==> src/rtl/fetch_seq_pkg.sv <==
// rtl/fetch_seq_pkg.sv - shared op codes, reset PC and state encoding for the fetch sequencer
package fetch_seq_pkg;

    // Next-PC operation decoded from the instruction in D
    localparam logic [1:0] NPC_SEQ = 2'b00;
    localparam logic [1:0] NPC_BR  = 2'b01;
    localparam logic [1:0] NPC_J   = 2'b10;
    localparam logic [1:0] NPC_JR  = 2'b11;

    localparam logic [31:0] RESET_PC_DEFAULT = 32'h0000_3000;

    // S_FETCH: request outstanding to imem
    // S_HOLD : a completed word is parked in buf while D is stalled
    typedef enum logic {
        S_FETCH = 1'b0,
        S_HOLD  = 1'b1
    } fetch_state_t;

endpackage

==> src/rtl/fetch_seq_if.sv <==
// rtl/fetch_seq_if.sv - instruction-memory read handshake between fetch_seq and imem
//  imem_req   : fetch -> imem, read request; imem_addr stable while req & !ready
//  imem_addr  : fetch -> imem, read address
//  imem_ready : imem -> fetch, read completes this cycle
//  imem_rdata : imem -> fetch, instruction word, valid with imem_ready
interface fetch_seq_if;
    logic        imem_req;
    logic [31:0] imem_addr;
    logic        imem_ready;
    logic [31:0] imem_rdata;

    modport master (
        output imem_req,
        output imem_addr,
        input  imem_ready,
        input  imem_rdata
    );

    modport slave (
        input  imem_req,
        input  imem_addr,
        output imem_ready,
        output imem_rdata
    );
endinterface

==> src/rtl/fetch_seq_npc_target.sv <==
// rtl/fetch_seq_npc_target.sv - combinational control-transfer target calculator
//  npc_op   : in  2  NPC_BR / NPC_J / NPC_JR select (NPC_SEQ gives pc_d+4, unused)
//  pc_d     : in  32 PC of the instruction in D
//  imm16    : in  16 branch offset (words, sign-extended)
//  imm26    : in  26 jump index
//  reg_addr : in  32 forwarded rs for jr
//  target   : out 32 transfer target
module npc_target
    import fetch_seq_pkg::*;
(
    input  logic [1:0]  npc_op,
    input  logic [31:0] pc_d,
    input  logic [15:0] imm16,
    input  logic [25:0] imm26,
    input  logic [31:0] reg_addr,
    output logic [31:0] target
);

    logic [31:0] pc4;
    logic [31:0] br_off;

    assign pc4    = pc_d + 32'd4;
    assign br_off = {{14{imm16[15]}}, imm16, 2'b00};

    always_comb begin
        target = pc4;
        unique case (npc_op)
            NPC_BR:  target = pc4 + br_off;
            NPC_J:   target = {pc_d[31:28], imm26, 2'b00};
            NPC_JR:  target = reg_addr;
            default: target = pc4;
        endcase
    end

endmodule

==> src/rtl/fetch_seq.sv <==
// rtl/fetch_seq.sv - MIPS fetch-stage sequencer: PC_F, imem handshake, F/D register, delay-slot redirects
//  clk, reset  : clock and synchronous active-high reset
//  stall_i     : hold D this cycle
//  npc_op_d    : next-PC op of instr_d; imm16_d / imm26_d / reg_addr_d its operands
//  imem        : fetch_seq_if.master read handshake
//  pc_f        : address of next instruction to enter D
//  instr_d, pc_d, pc8_d, valid_d : F/D register and link value
module fetch_seq
    import fetch_seq_pkg::*;
#(
    parameter logic [31:0] RESET_PC = RESET_PC_DEFAULT
) (
    input  logic               clk,
    input  logic               reset,
    input  logic               stall_i,
    input  logic [1:0]         npc_op_d,
    input  logic [15:0]        imm16_d,
    input  logic [25:0]        imm26_d,
    input  logic [31:0]        reg_addr_d,
    fetch_seq_if.master        imem,
    output logic [31:0]        pc_f,
    output logic [31:0]        instr_d,
    output logic [31:0]        pc_d,
    output logic [31:0]        pc8_d,
    output logic               valid_d
);

    fetch_state_t state, state_next;

    logic [31:0] word_buf;
    logic        pending;
    logic [31:0] pend_tgt;

    logic        avail;
    logic [31:0] word;
    logic        adv;
    logic        consume;
    logic        redirect;
    logic [31:0] target;

    npc_target u_npc_target (
        .npc_op   (npc_op_d),
        .pc_d     (pc_d),
        .imm16    (imm16_d),
        .imm26    (imm26_d),
        .reg_addr (reg_addr_d),
        .target   (target)
    );

    // State register
    always_ff @(posedge clk) begin
        if (reset) begin
            state <= S_FETCH;
        end else begin
            state <= state_next;
        end
    end

    // Next-state logic
    always_comb begin
        state_next = state;
        unique case (state)
            S_FETCH: if (imem.imem_ready && stall_i) state_next = S_HOLD;
            S_HOLD:  if (!stall_i)                   state_next = S_FETCH;
            default: state_next = S_FETCH;
        endcase
    end

    // Output logic: request, word availability and word source
    always_comb begin
        imem.imem_req = 1'b0;
        avail         = 1'b0;
        word          = imem.imem_rdata;
        unique case (state)
            S_FETCH: begin
                imem.imem_req = !reset;
                avail         = imem.imem_ready && !reset;
            end
            S_HOLD: begin
                avail = 1'b1;
                word  = word_buf;
            end
            default: ;
        endcase
    end

    assign imem.imem_addr = pc_f;

    assign adv      = !stall_i;
    assign consume  = adv && avail;
    // A bubble in D carries no control transfer, whatever npc_op_d says
    assign redirect = adv && valid_d && (npc_op_d != NPC_SEQ);

    assign pc8_d = pc_d + 32'd8;

    always_ff @(posedge clk) begin
        if (reset) begin
            pc_f     <= RESET_PC;
            instr_d  <= 32'd0;
            pc_d     <= 32'd0;
            valid_d  <= 1'b0;
            pending  <= 1'b0;
            pend_tgt <= 32'd0;
            word_buf <= 32'd0;
        end else begin
            if (adv) begin
                if (avail) begin
                    instr_d <= word;
                    pc_d    <= pc_f;
                    valid_d <= 1'b1;
                end else begin
                    valid_d <= 1'b0;
                end
            end

            if (consume) begin
                if (redirect) begin
                    pc_f <= target;
                end else if (pending) begin
                    pc_f <= pend_tgt;
                end else begin
                    pc_f <= pc_f + 32'd4;
                end
                pending <= 1'b0;
            end else if (redirect) begin
                // Delay slot still outstanding: remember where to go once it lands
                pending  <= 1'b1;
                pend_tgt <= target;
            end

            if (state == S_FETCH && imem.imem_ready && stall_i) begin
                word_buf <= imem.imem_rdata;
            end
        end
    end

endmodule
==> src/flat_wrapper.sv <==
// flat-port wrapper written by rule: the top's interface ports become plain ports
module fetch_seq_flat import fetch_seq_pkg::*;
#(
    parameter logic [31:0] RESET_PC = RESET_PC_DEFAULT
)
  (clk, reset, stall_i, npc_op_d, imm16_d, imm26_d, reg_addr_d, pc_f, instr_d, pc_d, pc8_d, valid_d, imem_imem_req, imem_imem_addr, imem_imem_ready, imem_imem_rdata);
  fetch_seq_if imem_i ();
  input  logic clk;
  input  logic reset;
  input  logic stall_i;
  input  logic [1:0] npc_op_d;
  input  logic [15:0] imm16_d;
  input  logic [25:0] imm26_d;
  input  logic [31:0] reg_addr_d;
  output logic [31:0] pc_f;
  output logic [31:0] instr_d;
  output logic [31:0] pc_d;
  output logic [31:0] pc8_d;
  output logic valid_d;
  output wire logic [$bits(imem_i.imem_req)-1:0] imem_imem_req;
  output wire logic [$bits(imem_i.imem_addr)-1:0] imem_imem_addr;
  input wire logic [$bits(imem_i.imem_ready)-1:0] imem_imem_ready;
  input wire logic [$bits(imem_i.imem_rdata)-1:0] imem_imem_rdata;
  assign imem_imem_req = imem_i.imem_req;
  assign imem_imem_addr = imem_i.imem_addr;
  assign imem_i.imem_ready = imem_imem_ready;
  assign imem_i.imem_rdata = imem_imem_rdata;
  fetch_seq #(.RESET_PC(RESET_PC)) u_core (.clk(clk), .reset(reset), .stall_i(stall_i), .npc_op_d(npc_op_d), .imm16_d(imm16_d), .imm26_d(imm26_d), .reg_addr_d(reg_addr_d), .imem(imem_i), .pc_f(pc_f), .instr_d(instr_d), .pc_d(pc_d), .pc8_d(pc8_d), .valid_d(valid_d));
endmodule
==> config.mk <==
export PLATFORM = sky130hd
export DESIGN_NAME = fetch_seq_flat
export DESIGN_NICKNAME = d
export VERILOG_FILES = /design/src/rtl/fetch_seq_pkg.sv /design/src/rtl/fetch_seq_if.sv /design/src/rtl/fetch_seq_npc_target.sv /design/src/rtl/fetch_seq.sv /design/src/flat_wrapper.sv
export SDC_FILE = /design/constraint.sdc
export NUM_CORES = 1
export LEC_CHECK = 0
export ABC_AREA = 1
export BUFFER_PORTS_ARGS = -buffer_cell sky130_fd_sc_hd__buf_4
export CAP_MARGIN = 0
export CORE_UTILIZATION = 45
export CTS_CLUSTER_DIAMETER = 60
export CTS_CLUSTER_SIZE = 40
export DETAILED_ROUTE_END_ITERATION = 8
export GPL_TIMING_DRIVEN = 0
export PLACE_DENSITY = 0.66
export SYNTH_ARGS = -nofsm -noshare
export SYNTH_HDL_FRONTEND = slang
export SYNTH_SLANG_ARGS = --single-unit
==> constraint.sdc <==
create_clock -name clk -period 8.85 [get_ports clk]
set_input_delay 0.4425 -clock clk [delete_from_list [all_inputs] [get_ports clk]]
set_output_delay 0.4425 -clock clk [all_outputs]
set_load 0.02 [all_outputs]
==> results.txt, run 1 <==
----------------------------------------------------
[Outcome]
  Outcome ... finished clean

[Floorplanning]
  Row cnt ... 56
  Die Span Y ... 157.5 um
  Die ar. ... between 20,000 and 25,000 um^2
  Core area ... between 20,000 and 25,000 um^2
  I/O pin count ... roughly 270
  Starting Density ... 46.06%
  Horizontal extent of the die ... approximately 160 um

[Yosys]
  Post-synthesis instance area ... roughly 11,000 um^2
  Post-synthesis share of cell area spent on and, or, nand and nor gates ... between 20% and 30%
  Number of enable-type register cells in the synthesized netlist ... 0
  Post-synth top area cell ... dfxtp_1
  Cell variety after synth ... 46
  Synthesized area divided by synthesized cell count ... about 6.7 um^2
  Largest family of logic cells by synthesized area ... simple AND/OR/NAND/NOR gates
  Number of cells produced by synthesis ... around 1,600
  Sequential-to-total area share from yosys stat ... a little under a third
  Synthesis-stage register bit count ... approximately 160
  Portion of netlist area occupied by mux cells ... between 2 and 3%
  Most instantiated library cell after synthesis ... nand2_1
  Synth Area in XOR/XNOR ... roughly 6.0%
  Adder and majority gate portion of the synthesized area ... 4.211%
  Yosys top cell area share ... between 30% and 40%
  Top area cells in the synthesized netlist ... dfxtp_1 (30%), nand2_1 (12%), o21ai_0 (7.3%)
  Compound-Gate Fraction of Synth Area ... between 10% and 20%
  Synth warn ... 0
  Number of nets produced by synthesis ... roughly 1,800
  Most used DFF post-synth ... dfxtp_1
  Async set-reset flop share out of synthesis ... 0%
  Most instantiated cells after synthesis ... nand2_1 (354), inv_1 (195), nor2_1 (172)

[STA]
  Share of the clock period used by the worst path after layout ... approximately half
  Number of setup violations in the final report ... 0
  Setup repair after global routing missed its margin ... no
  Least-Margin Pin Slew ... 1251 ps
  Summed negative setup slack over all endpoints ... 0 ps
  Fin Clk Skew ... 8.052 ps
  Min Hold Slack ... 238.8 ps
  Pins Over Slew Limit ... 0
  Number of hold-slack violations in the final timing report ... 0
  Headroom to the max-slew limit ... 15.86%
  Achievable frequency ... ~230 MHz
  Fin worst setup slack ... around 4400 ps
  Clock period minus final worst setup slack ... 4415 ps

[Clocking]
  Bufs on Longest Clock Path ... 2
  Clock Sinks ... 163
  Number of buffers inserted by post-CTS setup repair ... 0
  Number of buffers created by CTS ... 17
  Worst-skew pair later-pin latency ... between 400 and 500 ps
  Clock tree from TritonCTS ... done
  Number of levels the H-tree was split into ... 4
  Number of buffers inserted by hold repair at cts ... 0
  Worst-path clk slew ... ~70 ps
  Root buffer selected by CTS ... clkbuf_16
  Resized cells post-CTS ... 0

[Drt]
  Overall routed net length ... roughly 44,000 um
  Antenna violation net count after detailed routing ... 0
  Detailed-routing wirelength on met1 ... 18,100 um
  Routed vias/inst ... between 5 and 6
  Wirelength per Cell ... 19.40 um
  Met3 WL post-DR ... roughly 3400 um
  Total length of routed met2 wires ... between 20,000 and 25,000 um
  Violation count after the first detailed-routing iteration ... 1,147
  Detailed Routing Iterations Pass 1 ... 7
  Vias after detailed routing ... between 10,000 and 15,000
  Drt drc ... 0
  Top metal layer carrying routed signals ... met4

[Global routing]
  Number of global-route vias before repair ... ~11,000
  Overall Global Routing Usage ... 34.96%
  Number of antenna violations at the first check in global routing ... 0
  First-pass GRT wire length ... roughly 65,000 um
  Sum of overflow across all layers after global routing ... 0
  Pin count of the biggest net entering global routing ... 20

[Placed design]
  Total instance count after detailed placement ... 2,226
  Number of buffers inserted by port buffering ... 272
  Placed wire-length estimate ... 35,990 um
  Instance area after placement ... 13,320 um^2
  Worst Setup Slack post-DPL ... ~4500 ps
  RD Place Congestion ... ~0.97

[Layout]
  Share of final-layout standard cells stronger than drive strength 1 ... about a fifth
  Finished Layout Cells ... ~2,300
  Number of antenna cells inserted ... 0
  Post-route design area ... between 10,000 and 15,000 um^2
  Fill cell instance count of the final layout ... between 2,000 and 2,500
  Sequential Area ... 3263 um^2
  Area of combinational cells with multiple inputs ... roughly 6300 um^2
  Final Util ... about three fifths
  Number of nets in the layout ... 2,074
  Synthesis-to-layout area growth ... 27.98%

[Pwr]
  Total power ... 1.957 mW
  Worst vdd rail ir drop ... ~140 uV
  Pwr dens ... between 100 and 150 nW/um^2
  Lkg Pwr ... 6.544 nW

[Run]
  Total of max-cap violations ... 0

[Setup path]
  Reg2Reg Launch Point ... u_core.pc_d[4]$_SDFFE_PP0P_
  CP max FO ... 5
  Worst setup startpoint ... u_core.pc_d[4]$_SDFFE_PP0P_
  Critical path class ... reg2reg
  Crit end category ... flop
  Kind of start point of the critical path ... flop
  Required time at the endpoint of the critical path ... ~9200 ps
  Worst EP arrival ... around 4800 ps

[Hold path]
  Worst hold path startpoint ... imem_imem_rdata[4]
  Class of the tightest hold or removal check ... in2reg

----------------------------------------------------
## final timing paths
path                                            endpoint  slack (ps)  cells after the start
setup reg to reg  u_core.imem.imem_addr[31]$_SDFFE_PP0P_        4440                     24
hold reg to reg          u_core.instr_d[10]$_SDFFE_PP0P_         460                      2
hold / removal           u_core.word_buf[4]$_SDFFE_PP0P_         240                      3
setup / recovery  u_core.imem.imem_addr[31]$_SDFFE_PP0P_        4440                     24
## cell families after synthesis
kind of cell             Yosys count
XOR/XNOR                          74
adder cells (fa/ha/maj)           36
multiplexers                      32
AO/OA/AOI/OAI                    339
AND/OR/NAND/NOR                  694
flip-flops                       163
buffers and inverters            297
## layout by cell type (no fill, tap or decap), types with 35 or more instances in the layout
| master | netlist | layout |
|---|---|---|
| ha_1 | 35 | 35 |
| nand2_1 | 354 | 354 |
| buf_4 | 36 | 308 |
| nor2_1 | 172 | 172 |
| dfxtp_1 | 163 | 163 |
| o21ai_0 | 159 | 159 |
| clkbuf_1 | 48 | 48 |
| nand3_1 | 62 | 62 |
| a21oi_1 | 89 | 89 |
| xor2_1 | 72 | 72 |
| inv_1 | 195 | 195 |
## layout make-up
type	instances	area share, %
multi-input combinational	1175	45.54
sequential	163	23.44
inverter	197	5.313
buffer	100	3.839
clock inverter	14	1.169
clock buffer	18	3.155
tap	319	2.868
timing repair buffer	272	14.67
## state kept, by name, summed over array words and instances (netlist names)
register,count
u_core.valid_d,1
u_core.imem.imem_addr,32
u_core.pc_d,32
u_core.pending,1
u_core.word_buf,32
u_core.instr_d,32
u_core.pend_tgt,32
u_core.state,1
## per-layer routing
layer / GRT usage [%] / up-vias
li1: - / 5938
met1: 43.39 / 5598
met2: 61.40 / 565
met3: 5.396 / 73
met4: 11.42 / 0
met5: 0 / -
## critical path: stages, from the launching register on
cell and delay, ps:
dfxtp_1 450, ha_1 240, inv_1 80, nor2_4 220, inv_1 100, nor2_1 290
nand4_1 230, nand3b_1 250, xor2_1 200, a21oi_1 190, inv_1 90, ha_1 350
nand2_1 160, nor2_1 180, nand2_1 120, nor3b_1 390, nand2_1 110, nand2_1 90
nand2_1 50, nand3_1 80, nand3_1 160, nand2_1 110, nand3_1 70, nand2_1 60
inv_1 40
## report_power, final
part | switching, mW | internal [mW]
logic | 0.245 | 0.152
registers | 0.0352 | 0.766
clock network | 0.347 | 0.412
total | 0.628 | 1.33
(Power assumes the default switching activity.)
==> run 2: changes to the inputs <==
ABC_AREA = 0   (was 1)
PLACE_DENSITY = 0.69   (was 0.66)
clock period = 3.92 ns   (was 8.85 ns; I/O delays follow)
==> run 2 against run 1 <==
The flow now finishes with violations (negative setup slack); clock skew rose by 2.4 ps; non-clock buffer count up 70; register-to-register slack worse by 4500 ps; combinational power grew 140%; maximum frequency grew 11%; clock-buffer cell count up 1; total power rose by 130%; synthesized cell count decreased by 13%; sequential share of layout area decreased by 0.85 points; via count fell by 3.2%; area after synthesis decreased by 1.5%; largest power group unchanged.
==> results.txt, run 2 <==
----------------------------------------------------
[STA]
  Share of the clock period used by the worst path after layout ... 101.1% (was 49.88%)
  Headroom to the max-slew limit ... 46.01% (was 15.86%)
  Achievable frequency ... 252.4 MHz (was 226.5 MHz)
  Min Hold Slack ... 5.872 ps (was 238.8 ps)
  Number of hold-slack violations in the final timing report ... 0 (unchanged)
  Setup repair after global routing missed its margin ... yes (was no)
  Least-Margin Pin Slew ... 809.9 ps (was 1251 ps)
  Fin worst setup slack ... -41.52 ps (was 4435 ps)
  Pins Over Slew Limit ... 0 (unchanged)
  Number of setup violations in the final report ... 2 (was 0)
  Fin Clk Skew ... 10.41 ps (was 8.052 ps)
  Clock period minus final worst setup slack ... 3962 ps (was 4415 ps)

[Clocking]
  Bufs on Longest Clock Path ... 2 (unchanged)
  Worst-skew pair later-pin latency ... 440 ps (was 430 ps)
  Number of buffers created by CTS ... 17 (unchanged)
  Number of levels the H-tree was split into ... 4 (unchanged)
  Clock Sinks ... 163 (unchanged)
  Worst-path clk slew ... 60 ps (was 70 ps)
  Clock tree from TritonCTS ... done (unchanged)
  Root buffer selected by CTS ... clkbuf_16 (unchanged)

[Placed design]
  RD Place Congestion ... 0.9636 (was 0.9653)
  Number of buffers inserted by port buffering ... 271 (was 272)
  Worst Setup Slack post-DPL ... -846.4 ps (was 4544 ps)
  Placed wire-length estimate ... 31,730 um (was 35,990 um)
  Instance area after placement ... 13,230 um^2 (was 13,320 um^2)

[Yosys]
  Most instantiated cells after synthesis ... nand2_1 (265), dfxtp_1 (163), a21oi_1 (147) (was nand2_1 (354), inv_1 (195), nor2_1 (172))
  Synthesis-stage register bit count ... 163 (unchanged)
  Cell variety after synth ... 72 (was 46)
  Synthesized area divided by synthesized cell count ... 7.504 um^2 (was 6.652 um^2)
  Most used DFF post-synth ... dfxtp_1 (unchanged)
  Yosys top cell area share ... 30.45% (was 30.00%)
  Post-synthesis instance area ... 10,720 um^2 (was 10,880 um^2)
  Top area cells in the synthesized netlist ... dfxtp_1 (30%), nand2_1 (9.3%), a21oi_1 (6.9%) (was dfxtp_1 (30%), nand2_1 (12%), o21ai_0 (7.3%))
  Sequential-to-total area share from yosys stat ... 30.45% (was 30.00%)
  Most instantiated library cell after synthesis ... nand2_1 (unchanged)
  Synth warn ... 0 (unchanged)
  Number of enable-type register cells in the synthesized netlist ... 0 (unchanged)
  Number of nets produced by synthesis ... 1,576 (was 1,783)
  Number of cells produced by synthesis ... 1,428 (was 1,635)
  Async set-reset flop share out of synthesis ... 0% (unchanged)
  Post-synth top area cell ... dfxtp_1 (unchanged)

[Global routing]
  Overall Global Routing Usage ... 33.37% (was 34.96%)
  Number of antenna violations at the first check in global routing ... 0 (unchanged)
  First-pass GRT wire length ... 61,540 um (was 64,740 um)
  Pin count of the biggest net entering global routing ... 18 (was 20)
  Number of global-route vias before repair ... 10,710 (was 11,400)
  Sum of overflow across all layers after global routing ... 0 (unchanged)

[Layout]
  Number of antenna cells inserted ... 0 (unchanged)
  Final Util ... 62.41% (was 58.94%)
  Number of nets in the layout ... 1,897 (was 2,074)
  Commonest non-fill, non-tap cells in the layout ... buf_4 (344), nand2_1 (260), dfxtp_1 (146) (was nand2_1 (354), buf_4 (308), inv_1 (195))
  Most frequent standard cell in the layout excluding fill and tap cells ... buf_4 (was nand2_1)
  Share of final-layout standard cells stronger than drive strength 1 ... 29.40% (was 20.06%)
  Synthesis-to-layout area growth ... 36.30% (was 27.98%)
  Post-route design area ... 14,610 um^2 (was 13,920 um^2)

[Floorplanning]
  I/O pin count ... 274 (unchanged)
  Starting Density ... 45.79% (was 46.06%)
  Horizontal extent of the die ... 156.3 um (was 157.5 um)
  Row cnt ... 56 (unchanged)
  Die ar. ... 24,430 um^2 (was 24,790 um^2)
  Die Span Y ... 156.3 um (was 157.5 um)
  Core area ... 23,400 um^2 (was 23,610 um^2)

[Outcome]
  Failing checks ... negative setup slack
  Outcome ... finished, violations left (was finished clean)

[Setup path]
  Kind of start point of the critical path ... flop (unchanged)
  Worst setup startpoint ... u_core.pc_d[3]$_SDFFE_PP0P_ (was u_core.pc_d[4]$_SDFFE_PP0P_)
  Required time at the endpoint of the critical path ... 4280 ps (was 9180 ps)
  Worst EP arrival ... 4320 ps (was 4750 ps)
  Reg2Reg Launch Point ... u_core.pc_d[3]$_SDFFE_PP0P_ (was u_core.pc_d[4]$_SDFFE_PP0P_)
  CP max FO ... 5 (unchanged)
  Critical path class ... reg2reg (unchanged)
  Crit end category ... flop (unchanged)

[Pwr]
  Pwr dens ... 302.3 nW/um^2 (was 140.6 nW/um^2)
  Worst vdd rail ir drop ... 259.9 uV (was 137.7 uV)
  Lkg Pwr ... 6.018 nW (was 6.544 nW)

[Hold path]
  Worst hold path startpoint ... imem_imem_rdata[16] (was imem_imem_rdata[4])
  Class of the tightest hold or removal check ... in2reg (unchanged)

[Drt]
  Wirelength per Cell ... 20.06 um (was 19.40 um)
  Violation count after the first detailed-routing iteration ... 861 (was 1,147)
  Detailed Routing Iterations Pass 1 ... 5 (was 7)
  Overall routed net length ... 41,750 um (was 43,800 um)
  Vias after detailed routing ... 11,780 (was 12,170)
  Antenna violation net count after detailed routing ... 0 (unchanged)
  Drt drc ... 0 (unchanged)
  Routed vias/inst ... 5.663 (was 5.391)

[Run]
  Total of max-cap violations ... 0 (unchanged)

----------------------------------------------------
[run 2: cell count changes after synthesis, sizes merged, moves of 42 or more]
cell,change
inv,-176
nand2,-96
o21ai,-88
a21oi,+59
xnor2,+49
a211oi,+46
nor2,-44
clkbuf,+42
[run 2: cell type report]
class | instances | area (um^2)
clock buffer | 19 | 452.9
multi-input combinational | 1104 | 7136
buffer | 132 | 778.2
clock inverter | 13 | 131.4
tap | 319 | 399.1
fill | 2208 | 8797
sequential | 163 | 3299
inverter | 21 | 78.83
timing repair buffer | 310 | 2330
[run 2: worst paths after layout]
check,endpoint,slack [ps],cells past startpoint
hold / removal,u_core.word_buf[16]$_SDFFE_PP0P_,6,3
hold reg to reg,u_core.pend_tgt[1]$_SDFFE_PP0P_,450,2
setup / recovery,u_core.imem.imem_addr[31]$_SDFFE_PP0P_,-40,20
setup reg to reg,u_core.imem.imem_addr[31]$_SDFFE_PP0P_,-40,20
[run 2: worst max-delay path, cell delays in order, from the launching register on]
cell and delay [ps]:
dfxtp_4 390, ha_4 150, nand3_4 80, nor2_4 100, and3_4 230, nand4_1 130
or2_4 310, nor2_4 110, xor2_2 160, ha_2 290, buf_6 120, o21ai_4 130
a21oi_2 90, o22ai_4 220, nor4_4 80, a2111oi_4 420, o41ai_4 120, xor2_1 190
a21oi_2 200, o221ai_4 130, o32ai_2 210
[run 2: what timing repair did]
action	CTS	global route
setup endpoints to repair	29	30
pin swaps	37	34
buffers inserted	25	13
hold endpoints to repair	1	0
gates resized for setup	70	55
hold buffers	1	0
[run 2: logic make-up after synthesis]
group | count (synthesis) | synth area share (%)
xor gates and xnor gates | 97 | 7.929
muxes | 46 | 4.916
DFF | 163 | 30.45
adders and majority gates | 36 | 4.274
buffers and inverters | 161 | 7.964
and+or+nand+nor | 552 | 22.54
AOI/OAI and AO/OA | 373 | 21.93
[run 2: power breakdown]
part | total [mW] | switching [mW] | leakage (nW) | internal, mW
Sequential | 1.80 | 0.0803 | 1.34 | 1.72
Combinational | 0.946 | 0.552 | 4.39 | 0.394
Clock | 1.66 | 0.697 | 0.289 | 0.968
Total | 4.42 | 1.33 | 6.02 | 3.09
[run 2: stage by stage]
stage	TNS, ps	cells	power [mW]
3_3_place_gp	-12460	2018	2.718
2_1_floorplan	0	1428	2.336
3_5_place_dp	-12990	2018	2.726
6_report	-52.68	2081	4.416
5_1_grt	-550.9	2081	4.572
4_1_cts	-127.8	2070	4.391
[run 2: metal layers]
layer	GRT usage, %	vias to the layer above	part of all wire, %
li1	-	5598	-
met1	44.39	5493	42
met2	53.68	612	46
met3	6.619	81	10
met4	11.39	0	2.6
met5	0	-	0
